--- config.mk ---
export PLATFORM = sky130hd
export DESIGN_NAME = remote_comm_frame
export DESIGN_NICKNAME = d
export VERILOG_FILES = /design/src/rtl/remote_comm_frame_pkg.sv /design/src/rtl/remote_comm_frame.sv
export SDC_FILE = /design/constraint.sdc
export NUM_CORES = 1
export LEC_CHECK = 0
export BUFFER_PORTS_ARGS = -buffer_cell sky130_fd_sc_hd__clkbuf_2
export CAP_MARGIN = 20
export CORE_ASPECT_RATIO = 0.7
export CORE_UTILIZATION = 50
export CTS_BUF_LIST = sky130_fd_sc_hd__clkbuf_16
export DETAILED_ROUTE_END_ITERATION = 7
export GPL_ROUTABILITY_DRIVEN = 0
export GPL_TIMING_DRIVEN = 0
export PLACE_DENSITY_LB_ADDON = 0.25
export REMOVE_ABC_BUFFERS = 1
export SLEW_MARGIN = 10
export SYNTH_ARGS = -nofsm -noshare
export SYNTH_HDL_FRONTEND = slang
export SYNTH_SLANG_ARGS = --single-unit
export TNS_END_PERCENT = 5
--- constraint.sdc ---
create_clock -name i_clk -period 2.2 [get_ports i_clk]
set_input_delay 0.22 -clock i_clk [delete_from_list [all_inputs] [get_ports i_clk]]
set_output_delay 0.22 -clock i_clk [all_outputs]
set_load 0.01 [all_outputs]
--- src/rtl/remote_comm_frame_pkg.sv ---
// Shared types and constants for the remote command framer.
// Latency: n/a (declarations only).
// Backpressure: n/a.
package remote_comm_pkg;

  // Frame sequencer states.
  typedef enum logic [1:0] {
    IDLE      = 2'd0,
    SEND      = 2'd1,
    WAIT_TX   = 2'd2,
    WAIT_RESP = 2'd3
  } state_t;

  // Acknowledge byte that remote endpoints return on success.
  localparam logic [7:0] RESP_ACK = 8'hA5;

endpackage

--- src/rtl/remote_comm_frame.sv ---
// Serialises a CMD_BYTES-wide command MSB-first over a UART tx handshake, then optionally waits for a 1-byte response.
// Latency: snd_cmd -> trmt 1 cycle; tx_done -> next trmt 1 cycle; last tx_done -> cmd_snt 1 cycle; rx_rdy -> resp_vld 1 cycle.
// Backpressure: snd_cmd is only accepted in IDLE (busy=0); each byte waits for the UART's tx_done before the next is issued.
//
// Ports:
//   i_clk, i_rst_n                 clock, async active-low reset
//   i_snd_cmd, i_cmd               host request pulse and command word
//   o_busy, o_cmd_snt              frame in progress / last frame fully sent
//   o_resp_vld, o_resp, o_timeout  response capture pulse, byte, and wait-expired pulse
//   o_trmt, o_tx_data, i_tx_done   UART transmit handshake
//   i_rx_rdy, i_rx_data, o_clr_rx_rdy  UART receive handshake
module remote_comm_frame
  import remote_comm_pkg::*;
#(
  parameter int CMD_BYTES   = 2,
  parameter int RESP_EN     = 1,
  parameter int TO_W        = 20,
  parameter int TIMEOUT_CYC = 1000000
) (
  input  logic                   i_clk,
  input  logic                   i_rst_n,
  input  logic                   i_snd_cmd,
  input  logic [8*CMD_BYTES-1:0] i_cmd,
  output logic                   o_busy,
  output logic                   o_cmd_snt,
  output logic                   o_resp_vld,
  output logic [7:0]             o_resp,
  output logic                   o_timeout,
  output logic                   o_trmt,
  output logic [7:0]             o_tx_data,
  input  logic                   i_tx_done,
  input  logic                   i_rx_rdy,
  input  logic [7:0]             i_rx_data,
  output logic                   o_clr_rx_rdy
);

  localparam int CNT_W = $clog2(CMD_BYTES) + 1;
  localparam logic [CNT_W-1:0] LAST_BYTE = CNT_W'(CMD_BYTES - 1);
  localparam logic [TO_W-1:0]  TO_LAST   = TO_W'(TIMEOUT_CYC - 1);

  state_t                 r_state;
  logic [8*CMD_BYTES-1:0] r_shift;
  logic [CNT_W-1:0]       r_byte_cnt;
  logic [TO_W-1:0]        r_to_cnt;
  logic                   r_cmd_snt;
  logic                   r_resp_vld;
  logic [7:0]             r_resp;
  logic                   r_timeout;
  logic                   r_trmt;

  always_ff @(posedge i_clk or negedge i_rst_n) begin
    if (!i_rst_n) begin
      r_state    <= IDLE;
      r_shift    <= '0;
      r_byte_cnt <= '0;
      r_to_cnt   <= '0;
      r_cmd_snt  <= 1'b0;
      r_resp_vld <= 1'b0;
      r_resp     <= 8'h00;
      r_timeout  <= 1'b0;
      r_trmt     <= 1'b0;
    end else begin
      // Pulse outputs default low every cycle.
      r_trmt     <= 1'b0;
      r_resp_vld <= 1'b0;
      r_timeout  <= 1'b0;
      case (r_state)
        IDLE: begin
          if (i_snd_cmd) begin
            r_shift    <= i_cmd;
            r_byte_cnt <= '0;
            r_cmd_snt  <= 1'b0;
            // trmt is raised on entry so it is high for the whole SEND cycle.
            r_trmt     <= 1'b1;
            r_state    <= SEND;
          end
        end
        SEND: begin
          r_state <= WAIT_TX;
        end
        WAIT_TX: begin
          if (i_tx_done) begin
            if (r_byte_cnt < LAST_BYTE) begin
              r_byte_cnt <= r_byte_cnt + 1'b1;
              r_shift    <= r_shift << 8;
              r_trmt     <= 1'b1;
              r_state    <= SEND;
            end else begin
              r_cmd_snt <= 1'b1;
              if (RESP_EN != 0) begin
                r_to_cnt <= '0;
                r_state  <= WAIT_RESP;
              end else begin
                r_state <= IDLE;
              end
            end
          end
        end
        WAIT_RESP: begin
          // A response arriving on the final timeout cycle takes priority.
          if (i_rx_rdy) begin
            r_resp     <= i_rx_data;
            r_resp_vld <= 1'b1;
            r_state    <= IDLE;
          end else if (r_to_cnt == TO_LAST) begin
            r_timeout <= 1'b1;
            r_state   <= IDLE;
          end else begin
            r_to_cnt <= r_to_cnt + 1'b1;
          end
        end
        default: r_state <= IDLE;
      endcase
    end
  end

  assign o_busy       = (r_state != IDLE);
  assign o_cmd_snt    = r_cmd_snt;
  assign o_resp_vld   = r_resp_vld;
  assign o_resp       = r_resp;
  assign o_timeout    = r_timeout;
  assign o_trmt       = r_trmt;
  assign o_tx_data    = r_shift[8*CMD_BYTES-1 -: 8];
  // Every received byte is acknowledged so strays outside WAIT_RESP are flushed.
  assign o_clr_rx_rdy = i_rx_rdy;

endmodule

# Yosys cells after proc, flatten, opt, wreduce, memory -nomap -nowiden
# Cells that the tools add are included.
# word_totals
regBits,52
output_inout_bits,22
word_cells,64
# classes
addsub,2
order_cmp,1
n_eq_ne,11
n_mux,32
reduce_logical,9
# ops
operator,n
20-bit two-way mux,4
16-bit two-way mux,3
20-bit case mux with 2 select lines,1
16-bit case mux with 2 select lines,1
20-bit by 1-bit adder with 20-bit output (second input constant),1
20-bit equality test (second input constant),1
2-bit two-way mux,8
2-bit inequality test (second input constant),6
1-bit two-way mux,11
2-bit case mux with 4 select lines,1
4-bit AND reduction,2
2-bit nonzero test,3
5-bit AND reduction,1
2-bit equality test (second input constant),2
1-bit case mux with 2 select lines,2
2-bit case mux with 2 select lines,1
3-bit inequality test (second input constant),1
3-bit AND reduction,1
2-bit by 1-bit adder with 2-bit output (second input constant),1
2-bit by 1-bit equality test with 1-bit output (second input constant),1
2-bit logical NOT,1
2-bit by 1-bit less-than comparator with 1-bit output (second input constant),1
2-bit AND reduction,1

# Logic depth before layout (Yosys ltp)
# Gate-level depths: netlist of run 1.
# logic_depth
ltp_word,4
mapped_depth,9
ltp_nobuf,7

# Worst setup path after synthesis of run 1
# Ideal clock, no wire load.
# synth_path
path_type,register to register
from,register r_byte_cnt[0]
to,register r_to_cnt[19]
setup_time_ps,127
t_arrival_ps,1410
slack_ps,663
stages_incl_launch_ff,9
n_path_buf,1
path_cell_list,dfrtp_1 inv_1 ha_1 nor3b_1 o21a_1 o21ai_2 buf_4 o21ai_1 o31ai_2
# synth_between
elab_chain_cells,3
# synth_rtl
item,line_no,text
"start, declared",remote_comm_frame.sv:43,logic [CNT_W-1:0] r_byte_cnt;
"start signal, assigned",remote_comm_frame.sv:84,r_byte_cnt <= r_byte_cnt + 1'b1;
2-bit by 1-bit less-than comparator with 1-bit output,remote_comm_frame.sv:83,if (r_byte_cnt < LAST_BYTE) begin
2-bit inequality test (no source line),--,
5-bit AND reduction (no source line),--,
"end signal, assigned",remote_comm_frame.sv:109,r_to_cnt <= r_to_cnt + 1'b1;
"end, declared",remote_comm_frame.sv:44,logic [TO_W-1:0] r_to_cnt;
# Every way passes these cells.
# A chain may end at the register's enable or synchronous reset.

# Worst setup path after layout of run 1
# layout_path
from,register r_to_cnt[0]
to,register r_to_cnt[11]
# layout_between
elab_chain_cells,4
word_cells_on_any_way,7
classes_between,add/sub (1); eq/ne (2); mux (3); reduce/logical (1)
# layout_rtl
item,line_no,text
20-bit by 1-bit adder with 20-bit output,remote_comm_frame.sv:109,
20-bit two-way mux,remote_comm_frame.sv:105,end else if (r_to_cnt == TO_LAST) begin
20-bit two-way mux,remote_comm_frame.sv:101,if (i_rx_rdy) begin
20-bit case mux with 2 select lines,remote_comm_frame.sv:67,case (r_state)
# Several ways; a longest one is shown, not always the timed one. The select of a mux whose other input is x is not followed.

==> results by group, run 1 <==
STA
  – Final setup vio count: 0
  – Hold Slack: -3.54 ps
  – Max Slew Vio Count: 0
  – Min Tclk post-route: 2030 ps
  – Unrepaired setup endpoints after global routing: no
  – Slew of the pin with the lowest slew margin: 701 ps
  – Max Clock Freq: 0.492 GHz
  – Fin. Hold Viols: 3
  – Final worst slack: 168 ps
  – Max_slew headroom: 53.3%
  – Clock skew: 7.24 ps
  – Final period utilization: 92.4%

Synth
  – Post-Syn Instances: 253
  – Simple-gate share of the synthesized area: 18.8%
  – Synth unique cells: 46
  – Largest family of logic cells by synthesized area: simple AND/OR/NAND/NOR gates
  – Post-synth ARST share: 100%
  – Ys Warns: 0
  – Synth Area in Compound Gates: 16.8%
  – Syn Area/Cell: 10.4 sq um
  – Post-synthesis sequential area ratio: 49.4%
  – Adder-Cell Fraction of Synth Area: 0.950%
  – FF+latch count, synth: 52
  – Top FF cell, synth: dfrtp_1
  – Mux share of post-synthesis cell area: 6.46%
  – Post-synth EDFFs: 0
  – Post-synthesis xor/xnor area fraction: 0%
  – Synthesized cell area: 2640 sq um

Floorplanning
  – Die height: 62.7 microns
  – Placeable Area: 4910 sq um
  – Starting Density: 53.6%
  – Die footprint: 5570 sq um
  – Die X: 88.8 microns
  – Top Ports: 51
  – # rows: 21

Setup path
  – R2r setup slk: 170 ps
  – Crit path max fanout: 22
  – Reg2reg end: r_to_cnt[11]$_DFFE_PN0P_
  – Critical Path Start Type: flip-flop
  – CP max stage cell: o21ai_4
  – Max stage delay on crit path: 550 ps
  – Cells along the critical path: ha_1 -> and4_1 -> nand4_2 -> o21ai_4 -> o21ai_1 -> o31ai_1
  – Reg2reg path depth: 6
  – Endpoint class of the critical path: flip-flop
  – R2r startpoint: r_to_cnt[0]$_DFFE_PN0P_
  – CP delay by family, top: compound AO/OA/AOI/OAI gates
  – Crit Path Category: flip-flop to flip-flop
  – Arrival time at the worst endpoint: 2220 ps
  – CP required: 2390 ps
  – CP bufs+invs: 0

Clock tree
  – Max H-tree Level: 2
  – Worst-path clk slew: 60 ps
  – CTS Buf Count: 5
  – Clock sink count: 52
  – Clock root buffer: clkbuf_16
  – CTS max path bufs: 2
  – CTS tree: yes
  – Clk Latency, worst-skew pair: 300 ps

Power
  – Worst IR drop on VDD: 0.000623 V
  – Overall power: 3.45 mW
  – Power Dens Cells: 1160 nW/um^2
  – Leak Pwr: 1.43 nW

Detailed routing
  – Vias post-DR: 2,015
  – DRC Markers: 0
  – DR pass1 iterations: 4
  – Post-DRT Antenna Nets: 0
  – Via density: 5.61
  – Routed WL: 5370 microns
  – WL per Instance: 14.9 microns
  – DR iter-0 viols: 95

Global routing
  – Largest net degree at the start of global routing: 53
  – Initial antenna violation count: 0
  – First-pass GRT wire length: 8910 microns
  – Vias in the first global route: 1,922
  – Final global-route overflow total: 0
  – Gr usage total: 21.0%

Placed design
  – Dpl ws: 29.8 ps
  – HPWL Detailed: 3640 microns
  – Port Buf Inserts: 50

Run status
  – Failing checks: hold timing
  – Run status: complete, but fails checks

Layout
  – Layout cell share with drive strength beyond 1: 28.3%
  – Most common cell after layout, fill and taps aside: dfrtp_1
  – Multi-input logic area: 1150 sq um
  – ANT cells: 0
  – Most frequent cells in the layout: dfrtp_1 (52), clkbuf_2 (49), nand2_1 (24), o21ai_1 (23)
  – Fillers: 454
  – Total area of sequential cells: 1300 sq um
  – Area delta synth->final: 13.0%
  – Nets: 321

Job
  – Number of max-cap violations: 0

Hold path
  – Min-delay worst type: primary input to asynchronous set/reset pin
==> through the flow <==
step           instances  area [sq um]  util, %  TNS (ps)  hold slack [ps]
2_1_floorplan        232          2470        -         0            -75.6
3_3_place_gp         351          2810     57.1     -3800              445
3_5_place_dp         352          2830     57.5         0              339
4_1_cts              359          2970     60.5         0             25.9
5_1_grt              359          2980     60.6         0             65.1
6_report             359          2980     60.6         0            -3.54
==> Yosys cell counts, drive strengths merged (7+ instances only) <==
master | n | area, sq um
mux2i | 8 | 80.1
nor2 | 14 | 62.6
nand2 | 26 | 108
mux2 | 8 | 90.1
nand4 | 7 | 50.1
inv | 9 | 33.8
a31oi | 7 | 43.8
buf | 20 | 163
o31ai | 9 | 77.6
a21oi | 8 | 40.0
nand3 | 13 | 70.1
o21ai | 33 | 173
dfrtp | 52 | 1300
a22o | 8 | 70.1
==> where the power goes <==
part           leakage (nW)  switching [mW]  total (mW)  internal [mW]
sequential            0.676           0.211        1.47           1.25
clock                0.0673           0.335       0.749          0.413
combinational         0.684           0.686        1.24          0.554
==> per-layer routing <==
layer	wire length, microns	global-route usage (%)	vias up
met2	2230	29.8	57
met3	274	4.89	8
met1	2780	30.3	972
met4	88	9.27	0
li1	-	-	978
met5	0	0	-
==> worst max path at each step <==
stage	from	to	slack (ps)	depth (start not counted)
finish	r_to_cnt[0]$_DFFE_PN0P_	r_to_cnt[11]$_DFFE_PN0P_	170	6
detailed placement	r_to_cnt[0]$_DFFE_PN0P_	r_to_cnt[2]$_DFFE_PN0P_	30	6
global route	r_to_cnt[0]$_DFFE_PN0P_	r_to_cnt[2]$_DFFE_PN0P_	20	6
floorplan	r_state[1]$_DFFE_PN0P_	r_byte_cnt[1]$_DFFE_PN0P_	190	5
CTS	r_to_cnt[0]$_DFFE_PN0P_	r_state[0]$_DFFE_PN0P_	20	6
global placement	r_state[0]$_DFFE_PN0P_	r_byte_cnt[1]$_DFFE_PN0P_	-280	5
==> registers in the layout (all words and copies together) (netlist names) <==
signal and count:
o_cmd_snt 1, r_byte_cnt 2, o_timeout 1, o_trmt 1
r_shift 16, o_resp_vld 1, r_state 2, o_resp 8
r_to_cnt 20
==> layout make-up <==
class	instances	share of cell area [%]
clock inverter	2	0.420
clock buffer	5	4.20
multi-input combinational	171	38.7
timing repair buffer	51	8.99
tap	69	2.90
inverter	9	1.13
sequential	52	43.7
==> cell families (layout without fill, tap and decap cells) <==
| family | count (synthesis) | in the layout |
|---|---|---|
| AO/OA/AOI/OAI | 70 | 70 |
| adder cells (fa/ha/maj) | 2 | 2 |
| buffers and inverters | 30 | 67 |
| flip-flops | 52 | 52 |
| multiplexers | 16 | 16 |
| AND/OR/NAND/NOR | 83 | 83 |
==> timing repair <==
action / in CTS / in global routing
endpoints found under the setup margin: 1 / 6
buffers inserted: 0 / 0
hold buffers: 0 / 0
resized for setup: 1 / 1
endpoints found under the hold margin: 0 / 0
==> worst reg2reg max path, stage by stage (launching register included) <==
cell     delay (ps)
dfrtp_1         390
ha_1            250
and4_1          260
nand4_2         210
o21ai_4         550
o21ai_1         170
o31ai_1         100
Power figures use the tool's default switching activity.
==> run 2, diff against run 1 <==
Settings changed: ABC_AREA set to 1, CORE_MARGIN set to 2, CORE_UTILIZATION 50 to 55.
==> results by group, run 2 <==
Synth
  – Top-count cell post-synth: nand2_1
  – Top post-synthesis cells by count: nand2_1 (120), dfrtp_1 (52), nor2_1 (36)
  – Synthesized cell area: 2710 sq um (+2.9%)
  – FF+latch count, synth: 52 (unchanged)
  – Synth top area cells: dfrtp_1 (48%), nand2_1 (17%), nor2_1 (5.0%), nand3_1 (3.7%), nand2_2 (3.5%)
  – Top FF cell, synth: dfrtp_1
  – Post-synth ARST share: 100% (unchanged)
  – Post-synth EDFFs: 0 (unchanged)
  – Synth unique cells: 28 (-39%)
  – Top cell type's share of synthesized area: 48.0% (-1.4 points)
  – Syn Area/Cell: 7.98 sq um (-23%)
  – Post-Syn Instances: 340 (+34%)
  – Cell taking the most area after synthesis: dfrtp_1
  – Ys Warns: 0 (unchanged)
  – Post-synthesis sequential area ratio: 48.0% (-1.4 points)

Placed design
  – Dpl ws: 192 ps (+162 ps)
  – Placed Area: 2940 sq um (+4.0%)
  – HPWL Detailed: 3880 microns (+6.7%)
  – Port Buf Inserts: 50 (unchanged)
  – Placed Cells: 445 (+26%)

Floorplanning
  – Top Ports: 51 (unchanged)
  – Die height: 62.8 microns (about the same)
  – Die footprint: 5520 sq um (-0.90%)
  – Starting Density: 57.0% (+3.4 points)
  – Placeable Area: 4760 sq um (-3.2%)
  – Die X: 87.9 microns (-0.93%)
  – # rows: 21 (unchanged)

STA
  – Total negative setup slack: 0 ps (unchanged)
  – Unrepaired setup endpoints after global routing: no
  – Final worst slack: 132 ps (-36.3 ps)
  – Fin. Hold Viols: 9 (+6)
  – Min Tclk post-route: 2070 ps (+36.3 ps)
  – Final setup vio count: 0 (unchanged)
  – Slew of the pin with the lowest slew margin: 977 ps (+276 ps)
  – Max Slew Vio Count: 0 (unchanged)
  – Clock skew: 3.40 ps (-3.84 ps)
  – Hold Slack: -4.90 ps (-1.36 ps)
  – Max_slew headroom: 34.9% (-18 points)
  – Max Clock Freq: 0.484 GHz (-1.8%)
  – Final period utilization: 94.0% (+1.6 points)

Clock tree
  – CTS max path bufs: 2 (unchanged)
  – Max H-tree Level: 2 (unchanged)
  – Post-CTS Setup Bufs: 0 (unchanged)
  – Clock root buffer: clkbuf_16
  – Worst-path clk slew: 70 ps (about the same)
  – Hold-fix buffers, CTS: 0 (unchanged)
  – Clk Latency, worst-skew pair: 290 ps (about the same)
  – CTS Buf Count: 5 (unchanged)
  – CTS tree: yes
  – Clock sink count: 52 (unchanged)
  – CTS resizes: 0 (-1)

Setup path
  – Arrival time at the worst endpoint: 2300 ps (+80 ps)
  – Crit path max fanout: 11 (-50%)
  – Critical Path Start Type: flip-flop
  – CP max stage cell: a21oi_1
  – Cells along the critical path: ha_1 -> nand3_1 -> nor2_1 -> a21oi_1 -> nand3_1 -> nand2_1
  – CP required: 2430 ps (+40 ps)
  – CP bufs+invs: 0 (unchanged)
  – Most frequent cell on the critical path: nand3_1
  – Max stage delay on crit path: 780 ps (+230 ps)
  – Endpoint class of the critical path: flip-flop
  – Crit Path Category: flip-flop to flip-flop
  – CP delay by family, top: compound AO/OA/AOI/OAI gates

Run status
  – Failing checks: hold timing
  – Run status: complete, but fails checks

Layout
  – Layout cell share with drive strength beyond 1: 21.6% (-6.7 points)
  – ANT cells: 0 (unchanged)
  – Most common cell after layout, fill and taps aside: nand2_1
  – Finished Layout Cells: 453 (+26%)
  – Number of flip-flops in the largest register: 20 (unchanged)
  – Post-route cell area: 3080 sq um (+3.6%)
  – Largest Register: r_to_cnt
  – Final Core Density: 64.9% (+4.2 points)
  – Most frequent cells in the layout: nand2_1 (120), dfrtp_1 (52), clkbuf_2 (49), nor2_1 (36), inv_1 (22)
  – Nets: 414 (+29%)
  – Area delta synth->final: 13.7%

Detailed routing
  – Routed WL: 5550 microns (+3.5%)
  – Via density: 5.02 (-11%)
  – WL per Instance: 12.3 microns (-18%)
  – DR pass1 iterations: 5 (+1)
  – Post-DRT Antenna Nets: 0 (unchanged)
  – DRC Markers: 0 (unchanged)
  – DR iter-0 viols: 216 (+130%)
  – Vias post-DR: 2,275 (+13%)

Job
  – Number of max-cap violations: 0 (unchanged)

Global routing
  – Final global-route overflow total: 0 (unchanged)
  – Vias in the first global route: 2,038 (+6.0%)
  – Initial antenna violation count: 0 (unchanged)
  – Largest net degree at the start of global routing: 53 (unchanged)
  – First-pass GRT wire length: 9540 microns (+7.1%)
  – Gr usage total: 22.2% (+1.2 points)

Power
  – Worst IR drop on VDD: 0.000565 V (-9.3%)
  – Leak Pwr: 1.58 nW (+10%)
  – Overall power: 3.33 mW (-3.7%)
  – Power Dens Cells: 1080 nW/um^2 (-7.0%)

Hold path
  – Min-delay worst type: primary input to asynchronous set/reset pin
-- run 2: changes by cell type after synthesis, moves of 12 or more --
cell     change
nand2_2     +14
inv_1       +12
nand2_1     +96
nor2_1      +24
o21ai_1     -22
-- run 2: final cells by class --
type                       count  area [sq um]
inverter                      26          97.6
tap                           69          86.3
fill                         398          1670
timing repair buffer          50           253
clock buffer                   5           125
clock inverter                 3          20.0
multi-input combinational    248          1200
sequential                    52          1300
-- run 2: where the power goes --
group          internal [mW]  total (mW)  switching [mW]
Clock                  0.420       0.766           0.347
Sequential              1.22        1.39           0.163
Combinational          0.413        1.17           0.761
-- run 2: logic make-up (layout without fill, tap and decap cells) --
kind of cell | count (synthesis) | in the layout | synth area share (%)
flops | 52 | 52 | 48.0
fa+ha+maj | 2 | 2 | 0.922
compound gates | 33 | 33 | 7.33
buf+inv | 40 | 84 | 7.75
xor+xnor | 10 | 10 | 3.23
simple gates | 203 | 203 | 32.8
-- run 2: path summary, 6_finish.rpt --
kind                                               from                       end  slack (ps)  cells after the start
worst max register to register  r_to_cnt[0]$_DFFE_PN0P_   r_to_cnt[6]$_DFFE_PN0P_         130                      6
worst min register to register   r_shift[4]$_DFFE_PN0P_    r_shift[4]$_DFFE_PN0P_         470                      2
min in group i_clk                         i_rx_data[4]     o_resp[4]$_DFFE_PN0P_         120                      3
worst min-delay path                            i_rst_n  r_to_cnt[17]$_DFFE_PN0P_          -5                      1
max in group asynchronous                       i_rst_n   r_to_cnt[8]$_DFFE_PN0P_        1760                      1
worst max-delay path            r_to_cnt[0]$_DFFE_PN0P_   r_to_cnt[6]$_DFFE_PN0P_         130                      6
-- run 2: routing by layer --
layer | global-route usage, % | up-vias | wire (microns)
met5 | 0 | - | 0
met4 | 5.19 | 0 | 66
met3 | 6.08 | 8 | 333
met2 | 32.3 | 70 | 2390
met1 | 33.1 | 1036 | 2760
li1 | - | 1161 | -
-- run 2: worst register-to-register path, delay by kind of cell, from the launching register on --
kind	cells	cell delay, ps
flops	1	410
simple gates	4	570
fa+ha+maj	1	250
compound gates	1	780
==> run 3, diff against run 2 <==
Settings changed: CORE_ASPECT_RATIO 0.7 to unset, CTS_CLUSTER_DIAMETER set to 80.
==> results by group, run 3 (synthesis gave the netlist of run 2 again) <==
Job
  – Number of max-cap violations: 0 (unchanged)

Power
  – Sw Share: 37.6% (-0.59 points)
  – Overall power: 3.30 mW (-0.86%)
  – Share of total power in combinational logic: 35.1% (-0.2 points)
  – Clock share of power: 22.8% (-0.2 points)
  – Switching power: 1.24 mW (-2.4%)
  – Sequential power share: 42.1% (+0.4 points)
  – Internal: 2.06 mW (about the same)
  – Power Dens Cells: 1070 nW/um^2 (-0.70%)
  – Leak Pwr: 1.58 nW (about the same)
  – Worst IR drop on VDD: 0.000621 V (+10%)

Setup path
  – Endpoint class of the critical path: flip-flop
  – Reg2reg path depth: 6 (unchanged)
  – Arrival time at the worst endpoint: 2250 ps (-50 ps)
  – Reg2reg end: r_to_cnt[15]$_DFFE_PN0P_
  – R2r setup slk: 170 ps (+40 ps)
  – Crit path max fanout: 11 (unchanged)
  – Critical Path Start Type: flip-flop
  – CP required: 2420 ps (about the same)
  – Crit Path Category: flip-flop to flip-flop
  – R2r startpoint: r_to_cnt[0]$_DFFE_PN0P_

STA
  – Slew of the pin with the lowest slew margin: 922 ps (-54.9 ps)
  – Max Slew Vio Count: 0 (unchanged)
  – Min Tclk post-route: 2030 ps (-43.0 ps)
  – Max_slew headroom: 38.6% (+3.7 points)
  – Final worst slack: 175 ps (+43.0 ps)
  – Max Clock Freq: 0.494 GHz (+2.1%)
  – Total negative setup slack: 0 ps (unchanged)
  – Clock skew: 4.71 ps (+1.31 ps)
  – Unrepaired setup endpoints after global routing: no
  – Fin. Hold Viols: 0 (-9)
  – Final period utilization: 92.0% (-2.0 points)
  – Final setup vio count: 0 (unchanged)

Global routing
  – Initial antenna violation count: 0 (unchanged)
  – Gr usage total: 21.5% (-0.68 points)
  – First-pass GRT wire length: 9240 microns (-3.2%)
  – Final global-route overflow total: 0 (unchanged)
  – Vias in the first global route: 2,117 (+3.9%)
  – Largest net degree at the start of global routing: 53 (unchanged)

Floorplanning
  – Die height: 74.2 microns (+18%)
  – # rows: 25 (+19%)
  – Starting Density: 57.1% (about the same)
  – Placeable Area: 4750 sq um (about the same)
  – Top Ports: 51 (unchanged)
  – Die X: 74.2 microns (-16%)
  – Die footprint: 5510 sq um (-0.16%)

Clock tree
  – Worst-path clk slew: 70 ps (about the same)
  – Hold-fix buffers, CTS: 0 (unchanged)
  – CTS tree: yes
  – CTS Buf Count: 5 (unchanged)
  – Clock root buffer: clkbuf_16
  – CTS resizes: 0 (unchanged)
  – Clk Latency, worst-skew pair: 290 ps (about the same)
  – CTS max path bufs: 2 (unchanged)
  – Clock sink count: 52 (unchanged)
  – Post-CTS Setup Bufs: 0 (unchanged)
  – Max H-tree Level: 2 (unchanged)

Layout
  – Most common cell after layout, fill and taps aside: nand2_1
  – Largest Register: r_to_cnt
  – Nets: 414 (unchanged)
  – Most frequent cells in the layout: nand2_1 (120), dfrtp_1 (52), clkbuf_2 (49), nor2_1 (36), inv_1 (21)
  – Finished Layout Cells: 451 (-0.44%)
  – Layout cell share with drive strength beyond 1: 21.6% (unchanged)
  – ANT cells: 0 (unchanged)
  – Fillers: 426 (+7.0%)
  – Multi-input logic area: 1200 sq um (unchanged)
  – Number of flip-flops in the largest register: 20 (unchanged)
  – Total area of sequential cells: 1300 sq um (unchanged)
  – Final Core Density: 64.8% (-0.088 points)
  – Area delta synth->final: 13.5%

Detailed routing
  – WL per Instance: 11.9 microns (-3.2%)
  – Via density: 5.02 (about the same)
  – DRC Markers: 0 (unchanged)
  – Vias post-DR: 2,265 (-0.44%)
  – Routed WL: 5350 microns (-3.7%)
  – DR iter-0 viols: 157 (-27%)
  – DR pass1 iterations: 4 (-1)
  – Post-DRT Antenna Nets: 0 (unchanged)

Run status
  – Run status: finished clean

Placed design
  – HPWL Detailed: 3850 microns (-0.76%)
  – Port Buf Inserts: 50 (unchanged)
  – Placed Cells: 443 (-0.45%)
  – Dpl ws: 205 ps (+12.7 ps)

Hold path
  – Min-delay worst type: primary input to asynchronous set/reset pin
[run 3: changes by cell type in the layout (fill, tap and decap cells not counted)]
cell / previous run / this run
clkinv_2: 0 / 1
clkinv_1: 1 / 2
inv_6: 0 / 1
inv_1: 22 / 21
clkinvlp_4: 1 / 0
clkinv_4: 1 / 0
[run 3: how the worst max path moves through the flow]
stage / from / endpoint / slack [ps] / cells after the start
after floorplan: r_to_cnt[0]$_DFFE_PN0P_ / r_to_cnt[10]$_DFFE_PN0P_ / 650 / 6
after global placement: r_to_cnt[0]$_DFFE_PN0P_ / r_to_cnt[10]$_DFFE_PN0P_ / 220 / 6
after detailed placement: r_to_cnt[0]$_DFFE_PN0P_ / r_to_cnt[15]$_DFFE_PN0P_ / 200 / 6
after CTS: r_to_cnt[0]$_DFFE_PN0P_ / r_to_cnt[15]$_DFFE_PN0P_ / 190 / 6
after global routing: r_to_cnt[0]$_DFFE_PN0P_ / r_to_cnt[15]$_DFFE_PN0P_ / 30 / 6
final: r_to_cnt[0]$_DFFE_PN0P_ / r_to_cnt[15]$_DFFE_PN0P_ / 170 / 6
[run 3: per-stage QoR]
| step | hold WS (ps) | instance area (sq um) |
|---|---|---|
| after detailed placement | 338 | 2940 |
| after global placement | 413 | 2930 |
| final | 4.16 | 3080 |
| after global routing | 73.0 | 3080 |
| after floorplan | -75.6 | 2600 |
| after CTS | 28.4 | 3080 |
[run 3: layer usage]
metal	vias up	GRT usage, %	routed length (microns)
li1	1154	-	-
met3	7	4.07	194
met4	0	7.34	87
met1	1063	28.7	2470
met5	-	0	0
met2	41	35.5	2590
[run 3: power by group through the flow]
stage / sequential (mW) / combinational (mW) / clock [mW]
CTS: 1.39 / 1.18 / 0.775
floorplan: 1.45 / 0.712 / 0
global route: 1.42 / 1.31 / 0.811
finish: 1.39 / 1.16 / 0.752
detailed placement: 1.40 / 1.17 / 0
global placement: 1.39 / 1.13 / 0
[run 3: area by class of cell]
class                   instances  area share, %
clock buffers                   5           4.06
clock inverters                 3          0.569
inverters                      26           3.17
multi-input cells             248           39.0
flip-flops and latches         52           42.3
well taps                      67           2.72
repair buffers                 50           8.21
[run 3: worst max-delay path, cell delays in order, from the launching register on]
cell and delay (ps):
dfrtp_1 410, ha_1 230, nand3_1 180, nor2_1 110
a21oi_1 750, nand3_1 170, nand2_1 100
